[config.mk]
export PLATFORM = sky130hd
export DESIGN_NAME = hqm_system_mem_rf_pg_fifo_ctl
export DESIGN_NICKNAME = d
export VERILOG_FILES = /design/src/rtl/hqm_system_mem_pg_pkg.sv /design/src/rtl/hqm_system_mem_pg_seq.sv /design/src/rtl/hqm_system_mem_rf_pg_fifo_ctl.sv
export SDC_FILE = /design/constraint.sdc
export NUM_CORES = 1
export LEC_CHECK = 0
export ABC_AREA = 1
export CAP_MARGIN = 20
export CORE_UTILIZATION = 43
export DETAILED_ROUTE_END_ITERATION = 10
export DONT_BUFFER_PORTS = 1
export PLACE_DENSITY = 0.65
export SLEW_MARGIN = 20
export SYNTH_ARGS = -nofsm -noshare
export SYNTH_HDL_FRONTEND = slang
export SYNTH_SLANG_ARGS = --single-unit
[constraint.sdc]
create_clock -name clk -period 3.9 [get_ports clk]
set_input_delay 0.78 -clock clk [delete_from_list [all_inputs] [get_ports clk]]
set_output_delay 0.78 -clock clk [all_outputs]
set_load 0.1 [all_outputs]
[src/rtl/hqm_system_mem_pg_pkg.sv]
// Shared definitions for the power-gated RF FIFO controller.
// - Default geometry and idle-window parameters.
// - pg_state_t: power-gating sequencer states.
// - pg_out_t: registered RF power/isolation controls, plus the
//   per-state encoding and a lookup function for it.
package hqm_system_mem_pg_pkg;

  localparam int DEPTH      = 64;
  localparam int DWIDTH     = 30;
  localparam int AWIDTH     = 6;
  localparam int IDLE_LIMIT = 200;
  localparam int IDLE_W     = 8;

  typedef enum logic [2:0] {
    PG_OFF   = 3'd0,
    PG_WAKE  = 3'd1,
    PG_DEISO = 3'd2,
    PG_ON    = 3'd3,
    PG_ISO   = 3'd4
  } pg_state_t;

  // iso: 1 = RF outputs isolated; b_in: active-low power enable;
  // pwr_on: 1 only in PG_ON.
  typedef struct packed {
    logic iso;
    logic b_in;
    logic pwr_on;
  } pg_out_t;

  localparam pg_out_t PG_OUT_OFF   = '{iso: 1'b1, b_in: 1'b1, pwr_on: 1'b0};
  localparam pg_out_t PG_OUT_WAKE  = '{iso: 1'b1, b_in: 1'b0, pwr_on: 1'b0};
  localparam pg_out_t PG_OUT_DEISO = '{iso: 1'b0, b_in: 1'b0, pwr_on: 1'b0};
  localparam pg_out_t PG_OUT_ON    = '{iso: 1'b0, b_in: 1'b0, pwr_on: 1'b1};
  localparam pg_out_t PG_OUT_ISO   = '{iso: 1'b1, b_in: 1'b0, pwr_on: 1'b0};

  function automatic pg_out_t pg_out_of(input pg_state_t s);
    pg_out_t r;
    case (s)
      PG_OFF:   r = PG_OUT_OFF;
      PG_WAKE:  r = PG_OUT_WAKE;
      PG_DEISO: r = PG_OUT_DEISO;
      PG_ON:    r = PG_OUT_ON;
      PG_ISO:   r = PG_OUT_ISO;
      default:  r = PG_OUT_OFF;
    endcase
    return r;
  endfunction

endpackage

[src/rtl/hqm_system_mem_pg_seq.sv]
// Power-gating sequencer for the RF: OFF -> WAKE -> DEISO -> ON -> ISO -> OFF.
// Ports:
//   clk, rst        clock, async active-high reset
//   push_valid      producer request; wakes the RF from PG_OFF
//   pwr_down_en     1 = idle power-down allowed
//   drained         FIFO holds nothing (no RF entries, nothing in flight/buffered)
//   pwr_good_b      RF power-good, 0 = powered
//   iso, b_in       registered RF isolation / active-low power enable
//   pwr_on          registered, 1 exactly while state == PG_ON
//   state           current sequencer state (observable for checkers)
module hqm_system_mem_pg_seq
  import hqm_system_mem_pg_pkg::*;
#(
  parameter int IDLE_LIMIT = hqm_system_mem_pg_pkg::IDLE_LIMIT,
  parameter int IDLE_W     = hqm_system_mem_pg_pkg::IDLE_W
) (
  input  logic      clk,
  input  logic      rst,
  input  logic      push_valid,
  input  logic      pwr_down_en,
  input  logic      drained,
  input  logic      pwr_good_b,
  output logic      iso,
  output logic      b_in,
  output logic      pwr_on,
  output pg_state_t state
);

  localparam logic [IDLE_W-1:0] IDLE_MAX  = IDLE_W'(IDLE_LIMIT);
  localparam logic [IDLE_W-1:0] IDLE_LAST = IDLE_W'(IDLE_LIMIT - 1);

  pg_out_t           out_q;
  logic [IDLE_W-1:0] idle_cnt;
  logic              idle_cond;

  // A cycle counts as idle only if nothing could need the RF right now,
  // so leaving PG_ON on such a cycle can never strand data.
  assign idle_cond = drained && !push_valid && pwr_down_en;

  assign iso    = out_q.iso;
  assign b_in   = out_q.b_in;
  assign pwr_on = out_q.pwr_on;

  always_ff @(posedge clk or posedge rst) begin
    if (rst) begin
      state    <= PG_OFF;
      out_q    <= PG_OUT_OFF;
      idle_cnt <= '0;
    end else begin
      idle_cnt <= '0;
      unique case (state)
        PG_OFF: begin
          if (push_valid) begin
            state <= PG_WAKE;
            out_q <= pg_out_of(PG_WAKE);
          end
        end
        PG_WAKE: begin
          // No timeout: the RF wrapper must eventually report power-good.
          if (!pwr_good_b) begin
            state <= PG_DEISO;
            out_q <= pg_out_of(PG_DEISO);
          end
        end
        PG_DEISO: begin
          state <= PG_ON;
          out_q <= pg_out_of(PG_ON);
        end
        PG_ON: begin
          if (idle_cond) begin
            // The transition is taken on the IDLE_LIMIT-th idle cycle itself,
            // so push_ready is already low on the next cycle.
            if (idle_cnt >= IDLE_LAST) begin
              idle_cnt <= IDLE_MAX;
              state    <= PG_ISO;
              out_q    <= pg_out_of(PG_ISO);
            end else begin
              idle_cnt <= idle_cnt + IDLE_W'(1);
            end
          end
        end
        PG_ISO: begin
          state <= PG_OFF;
          out_q <= pg_out_of(PG_OFF);
        end
        default: begin
          state <= PG_OFF;
          out_q <= PG_OUT_OFF;
        end
      endcase
    end
  end

endmodule

[src/rtl/hqm_system_mem_rf_pg_fifo_ctl.sv]
// Client-side FIFO controller for a power-gated 2-port RF (DEPTH x DWIDTH).
// Drives RF write/read traffic, keeps a 2-entry output buffer that hides
// the one-cycle RF read latency, and sequences RF power/isolation.
// Ports:
//   clk, rst                         clock, async active-high reset
//   push_valid/push_ready/push_data  producer side
//   pop_valid/pop_ready/pop_data     consumer side
//   count                            entries held (RF + in flight + buffer)
//   pwr_down_en, pwr_on              power-down enable, 1 = RF in PG_ON
//   mem_we/mem_waddr/mem_wdata       RF write port
//   mem_re/mem_raddr/mem_rdata       RF read port (data one cycle after mem_re)
//   mem_pgcb_isol_en                 RF isolation, 1 = isolated
//   mem_pwr_enable_b_in/_out         RF power enable / power-good, active-low
module hqm_system_mem_rf_pg_fifo_ctl
  import hqm_system_mem_pg_pkg::*;
#(
  parameter int DEPTH      = hqm_system_mem_pg_pkg::DEPTH,
  parameter int DWIDTH     = hqm_system_mem_pg_pkg::DWIDTH,
  parameter int AWIDTH     = hqm_system_mem_pg_pkg::AWIDTH,
  parameter int IDLE_LIMIT = hqm_system_mem_pg_pkg::IDLE_LIMIT,
  parameter int IDLE_W     = hqm_system_mem_pg_pkg::IDLE_W
) (
  input  logic              clk,
  input  logic              rst,
  input  logic              push_valid,
  output logic              push_ready,
  input  logic [DWIDTH-1:0] push_data,
  output logic              pop_valid,
  input  logic              pop_ready,
  output logic [DWIDTH-1:0] pop_data,
  output logic [AWIDTH:0]   count,
  input  logic              pwr_down_en,
  output logic              pwr_on,
  output logic              mem_we,
  output logic [AWIDTH-1:0] mem_waddr,
  output logic [DWIDTH-1:0] mem_wdata,
  output logic              mem_re,
  output logic [AWIDTH-1:0] mem_raddr,
  input  logic [DWIDTH-1:0] mem_rdata,
  output logic              mem_pgcb_isol_en,
  output logic              mem_pwr_enable_b_in,
  input  logic              mem_pwr_enable_b_out
);

  localparam int CW = AWIDTH + 1;

  // Handshakes: a transfer happens on a rising clk edge where valid && ready.
  // push_ready depends only on state and RF occupancy, never on push_valid
  // or on a pop in the same cycle; pop_valid depends only on buffer
  // occupancy. Neither ready waits on the matching valid.

  pg_state_t         pg_state;
  logic              on_st;
  logic [AWIDTH-1:0] wp;
  logic [AWIDTH-1:0] rp;
  logic [CW-1:0]     mem_cnt;
  logic              inflight;
  logic [DWIDTH-1:0] buf_q [2];
  logic              buf_wr;
  logic              buf_rd;
  logic [1:0]        buf_occ;
  logic [2:0]        occ_after;
  logic              push_fire;
  logic              pop_fire;
  logic              rd_issue;

  hqm_system_mem_pg_seq #(
    .IDLE_LIMIT (IDLE_LIMIT),
    .IDLE_W     (IDLE_W)
  ) u_pg_seq (
    .clk         (clk),
    .rst         (rst),
    .push_valid  (push_valid),
    .pwr_down_en (pwr_down_en),
    .drained     ((count == '0) && !inflight),
    .pwr_good_b  (mem_pwr_enable_b_out),
    .iso         (mem_pgcb_isol_en),
    .b_in        (mem_pwr_enable_b_in),
    .pwr_on      (pwr_on),
    .state       (pg_state)
  );

  assign on_st      = (pg_state == PG_ON);
  assign push_ready = on_st && (mem_cnt < CW'(DEPTH));
  assign push_fire  = push_valid && push_ready;
  assign pop_valid  = (buf_occ != 2'd0);
  assign pop_fire   = pop_valid && pop_ready;
  assign pop_data   = buf_q[buf_rd];

  // Buffer slots that will be taken once everything already requested has
  // landed, after this cycle's pop. Issuing only below 2 means a returning
  // read always finds a free slot, so the RF read port needs no stall.
  assign occ_after = 3'(buf_occ) + 3'(inflight) - 3'(pop_fire);
  assign rd_issue  = on_st && (mem_cnt != '0) && (occ_after < 3'd2);

  assign mem_we    = push_fire;
  assign mem_waddr = wp;
  assign mem_wdata = push_data;
  assign mem_re    = rd_issue;
  assign mem_raddr = rp;

  assign count = mem_cnt + CW'(inflight) + CW'(buf_occ);

  always_ff @(posedge clk or posedge rst) begin
    if (rst) begin
      wp       <= '0;
      rp       <= '0;
      mem_cnt  <= '0;
      inflight <= 1'b0;
    end else begin
      inflight <= rd_issue;
      if (push_fire) wp <= wp + AWIDTH'(1);
      if (rd_issue)  rp <= rp + AWIDTH'(1);
      unique case ({push_fire, rd_issue})
        2'b10:   mem_cnt <= mem_cnt + CW'(1);
        2'b01:   mem_cnt <= mem_cnt - CW'(1);
        default: mem_cnt <= mem_cnt;
      endcase
    end
  end

  always_ff @(posedge clk or posedge rst) begin
    if (rst) begin
      buf_q[0] <= '0;
      buf_q[1] <= '0;
      buf_wr   <= 1'b0;
      buf_rd   <= 1'b0;
      buf_occ  <= 2'd0;
    end else begin
      if (inflight) begin
        buf_q[buf_wr] <= mem_rdata;
        buf_wr        <= ~buf_wr;
      end
      if (pop_fire) buf_rd <= ~buf_rd;
      buf_occ <= buf_occ + 2'(inflight) - 2'(pop_fire);
    end
  end

endmodule

==> flow_summary.ini, run 1 <==
[cts]
clock_path_buffers = 2
cts_htree_levels = 3
cts_tree = yes
postCtsSetupRepairBufs = 0
cts-root-buf = clkbuf_16
ctsHoldBuffers = 0
clk_pin_slew_ns = 0.06
cts.sinks = 98
cts_buffers = 9
cts_resized = 0
clk_latency_ns = 0.33

[status]
status = completed

[timing]
finalClockSkew_ns = 0.002544
worst_pin_slew_ns = 1.039
finalSetupTns_ns = 0
setup_violations = 0
hold_viol = 0
period_minus_slack_ns = 3.678
relSlewSlack_pct = 30.74
drv_slew = 0
period_share_pct = 94.30
fmax_ghz = 0.2719
rsz0062_at_grt = no

[worst_hold_path]
min_from = buf_q[44]$_DFFE_PP0P_
holdCritPathClass = reg2reg

[routing]
drc = 0
wl_per_cell_um = 13.27
vias = 3837
finalWirelength_um = 10310
viasPerCell = 4.938
ant_nets = 0
drt_iter0_drc = 248
first_pass_iters = 4

[critical_path]
required_ns = 3.12
crit_chain = inv_2 > nand2_8 > nand2_8 > inv_4 > ha_4 > inv_2 > ha_4 > inv_2 > fa_1 > inv_1 > a21oi_1 > o21ai_1 > nor2_1 > nand2_2 > clkinvlp_4 > buf_4
crit_buf_inv = 7
worstSetupPathType = reg2out
cp-end-kind = output port
crit_start = buf_occ[1]$_DFF_PP0_
start_kind = register
crit_family = adder cells
arrival_ns = 2.90
crit_top_cell = inv_2
rr_startpoint = buf_occ[1]$_DFF_PP0_
slowest_delay_ns = 0.47
cp_slowest_cell = fa_1
critPathMaxFanout = 8

[global_routing]
grt_max_degree = 77
grt_overflow = 0
grt_pass1_vias = 3559
grt_pass1_wl_um = 16210
gr-usage-all-layers_pct = 17.22
antenna_found_initial = 0

[final_layout]
drive_gt1_share_pct = 14.51
nFillCells = 1100
final_common_cell = nand2_1
syn_to_final_growth_pct = 12.30
num_antenna_cells = 0
most-common-layout-cells = 221 x nand2_1, 96 x dfrtp_1, 69 x inv_1
nets = 712

[synth]
synth_nets = 709
post_synth.cell_area_avg_sq_um = 8.044
synth_warnings = 0
synth.distinct_cells = 33
synth_area_sq_mm = 0.005044
syn_inst = 627
synth-seq-area-share_pct = 48.67
ys_ff_latch = 98

[placed_design]
port_buffers = 0
gp_congestion = 0.7791
dp_hpwl_um = 7112

[floorplanning]
pin_count = 152
row_count = 39
die_w_um = 110.3
initial_core_util_pct = 44.17
fp.coreArea_sq_mm = 0.01142
die_area_sq_mm = 0.01217
fp.dieH_um = 110.3

[job]
cap_violations = 0
synthesized netlist by cell type (all sizes together):
master | number | area (sq um)
nor2 | 20 | 92.58
clkbuf | 19 | 71.32
xnor2 | 10 | 87.58
o22ai | 1 | 6.260
nand3 | 17 | 85.08
nand3b | 1 | 7.510
a211oi | 2 | 15.01
or2 | 4 | 25.02
o211ai | 2 | 15.01
ha | 12 | 150.1
a31oi | 2 | 12.51
dfrtp | 96 | 2402
nor4 | 1 | 6.260
nand4 | 7 | 58.81
xor2 | 7 | 61.31
fa | 4 | 80.08
nor3 | 4 | 20.02
dfstp | 2 | 52.55
o21ai | 70 | 350.3
o21bai | 1 | 7.510
inv | 78 | 292.8
nor3b | 1 | 12.51
nand2 | 229 | 869.6
a21oi | 5 | 25.02
buf | 32 | 236.5
registers in the layout, summed over array words and instances (netlist names), 2 cells and up:
| name | flops |
|---|---|
| buf_q | 60 |
| u_pg_seq.idle_cnt | 8 |
| mem_cnt | 7 |
| mem_raddr | 6 |
| mem_waddr | 6 |
| u_pg_seq.state | 3 |
| buf_occ | 2 |
cell families after synthesis:
kind of cell,count (synthesis),share of synthesized area (%)
AOI/OAI and AO/OA,83,8.558
xor gates and xnor gates,17,2.952
adders and majority gates,16,4.565
buffers and inverters,129,11.91
DFF,98,48.67
and+or+nand+nor,284,23.34
routing by layer:
metal | track usage, % | part of all wire (%)
met3 | 4.586 | 5.4
met5 | 0 | 0
met2 | 29.10 | 49
met1 | 20.66 | 44
met4 | 7.331 | 2.0
cell type report:
type	instances	area [sq um]	area share, %
multi-input cells	400	2122	37.46
clock buffers	13	250.2	4.418
well taps	143	178.9	3.159
clock inverters	2	13.76	0.2430
flip-flops and latches	98	2455	43.34
inverters	78	301.5	5.324
repair buffers	43	342.8	6.053
worst reg2reg max path: cells and delay by family (launching register included):
| family | cells | cell delay [ns] |
|---|---|---|
| compound gates | 4 | 0.32 |
| fa+ha+maj | 5 | 1.33 |
| buf+inv | 8 | 0.64 |
| flops | 1 | 0.42 |
| simple gates | 7 | 0.71 |
worst paths after layout:
| kind | end | slack (ns) | cells after the start |
|---|---|---|---|
| max in group asynchronous | u_pg_seq.b_in$_DFFE_PP1P_ | 2.54 | 2 |
| max | mem_re | 0.22 | 16 |
| min | buf_q[44]$_DFFE_PP0P_ | 0.48 | 2 |
| min reg2reg | buf_q[44]$_DFFE_PP0P_ | 0.48 | 2 |
| min in group asynchronous | buf_q[38]$_DFFE_PP0P_ | 0.54 | 1 |
| max reg2reg | mem_cnt[6]$_DFFE_PP0P_ | 0.37 | 24 |
per-stage QoR:
step	setup WS [ns]	std cells	instance area (sq um)	utilization (%)	hold WS, ns
finish	0.2224	777	5664	49.61	0.4844
global route	0.002155	777	5664	49.61	0.5017
CTS	0.1884	773	5634	49.34	0.4873
detailed placement	0.1566	758	5370	47.03	0.4710
global placement	0.2210	757	5343	46.79	0.4644
floorplan	-0.09705	627	5181	-	0.4413
Power of run 1 is not shown: default switching activity piles up to over one toggle a cycle in this logic, so the estimate is an artifact.
==> run 2: changes to the inputs <==
--- a/config.mk
+++ b/config.mk
@@ -7,6 +7,7 @@
 export LEC_CHECK = 0
 export ABC_AREA = 1
 export CAP_MARGIN = 20
+export CORE_MARGIN = 2
 export CORE_UTILIZATION = 43
 export DETAILED_ROUTE_END_ITERATION = 10
 export DONT_BUFFER_PORTS = 1
==> flow_summary.ini, run 2 (synthesized netlist as in run 1, its figures left out) <==
[status]
status = completed

[critical_path]
crit_start = buf_occ[1]$_DFF_PP0_
crit_buf_inv = 7
crit_family = adder cells
r2r_setup_slack_ns = 0.41
worstSetupPathType = reg2out
reg2regPathDepth = 24
setup.worst_path.end = mem_re
start_kind = register
worst-path-stages = 16
rr_startpoint = buf_occ[1]$_DFF_PP0_
slowest_delay_ns = 0.47
r2r_end = mem_cnt[6]$_DFFE_PP0P_
arrival_ns = 2.85
cp-end-kind = output port
required_ns = 3.12
critPathMaxFanout = 6
crit_chain = inv_4 > nand2_8 > nand2_8 > inv_4 > ha_4 > inv_2 > ha_4 > inv_2 > fa_1 > inv_1 > a21oi_1 > o21ai_1 > nor2_1 > nand2_2 > clkinvlp_4 > buf_4
cp_slowest_cell = fa_1

[routing]
viasPerCell = 4.940
ant_nets = 0
finalWirelength_um = 10310
drc = 0
vias = 3848
wl_per_cell_um = 13.24
first_pass_iters = 4
drt_iter0_drc = 200

[cts]
clk_pin_slew_ns = 0.06
cts-root-buf = clkbuf_16
cts_buffers = 9
clock_path_buffers = 2
cts_htree_levels = 3
cts_tree = yes
cts.sinks = 98
clk_latency_ns = 0.34

[global_routing]
gr-usage-all-layers_pct = 17.22
grt_max_degree = 75
met3_usage_pct = 4.158
grt_pass1_wl_um = 17740
grt_pass1_vias = 3780
grt.met1_usage_pct = 22.24
busiest_layer = met2
antenna_found_initial = 0
grt_overflow = 0
grt_util_met2_pct = 28.03

[floorplanning]
initial_core_util_pct = 44.17
die_area_sq_mm = 0.01261
fp.coreArea_sq_mm = 0.01142
die_w_um = 112.3
pin_count = 152
fp.dieH_um = 112.3
row_count = 39

[worst_hold_path]
holdCritPathClass = reg2reg
min_from = buf_q[37]$_DFFE_PP0P_

[final_layout]
seqCellArea_sq_mm = 0.002455
most-common-layout-cells = 221 x nand2_1, 96 x dfrtp_1, 69 x inv_1
nFillCells = 1116
regMostFlops = buf_q
finish.utilization_pct = 49.68
final_common_cell = nand2_1
drive_gt1_share_pct = 15.09
final_area_sq_mm = 0.005673
num_antenna_cells = 0
largest_register_ffs = 60
syn_to_final_growth_pct = 12.48
multi_input_area_sq_mm = 0.002122
reg_top3 = buf_q (60), u_pg_seq.idle_cnt (8), mem_cnt (7)
nets = 713

[timing]
relSlewSlack_pct = 32.42
fmax_ghz = 0.2753
setup_violations = 0
timing.hold.ws_ns = 0.4804
worst_pin_slew_ns = 1.014
finalClockSkew_ns = 0.005804
rsz0062_at_grt = no
period_share_pct = 93.12
hold_viol = 0
period_minus_slack_ns = 3.632
setup_ws_ns = 0.2682
drv_slew = 0

[placed_design]
dp_hpwl_um = 7059
dpl_cell_area_sq_mm = 0.005350
dp_slack_ns = 0.1436
port_buffers = 0
gp_congestion = 0.8117

[job]
cap_violations = 0
[run 2: cell count changes in the layout (fill, tap and decap cells not counted), sizes merged]
cell / delta
clkinv: +1
clkinvlp: +1
buf: +1
clkbuf: -1
[run 2: worst min-delay path: stages (launching register included)]
cell and delay [ns]:
dfrtp_1 0.34, nand2_1 0.05, o21ai_0 0.06
[run 2: worst min path at each step]
stage / end / cells past startpoint
5_1_grt: u_pg_seq.idle_cnt[0]$_DFF_PP0_ / 1
4_1_cts: u_pg_seq.idle_cnt[0]$_DFF_PP0_ / 1
2_1_floorplan: u_pg_seq.idle_cnt[0]$_DFF_PP0_ / 1
3_5_place_dp: buf_q[47]$_DFFE_PP0P_ / 2
3_3_place_gp: buf_q[16]$_DFFE_PP0P_ / 2
6_report: buf_q[37]$_DFFE_PP0P_ / 2
[run 2: repair_timing]
| item | CTS | global route |
|---|---|---|
| resized for setup | 0 | 1 |
| hold buffers | 0 | 0 |
| buffers inserted | 0 | 5 |
| endpoints found under the setup margin | 0 | 2 |
[run 2: stage by stage]
step,cells,setup TNS (ns)
final,779,0
after global routing,779,0
after CTS,774,0
after detailed placement,758,0
after global placement,758,0
after floorplan,627,-0.1168
[run 2: routing by layer]
layer	up-vias	share of wire [%]
met1	1819	45
met5	-	0
met2	83	48
met3	25	5.1
met4	0	1.8
li1	1921	-
[run 2: final cells by class]
class | count | area share (%)
sequential | 98 | 43.27
timing repair buffer | 44 | 5.823
multi-input combinational | 400 | 37.41
clock buffer | 12 | 4.521
clock inverter | 4 | 0.4632
tap | 143 | 3.154
inverter | 78 | 5.360
Power of run 2 is left out for the same reason.
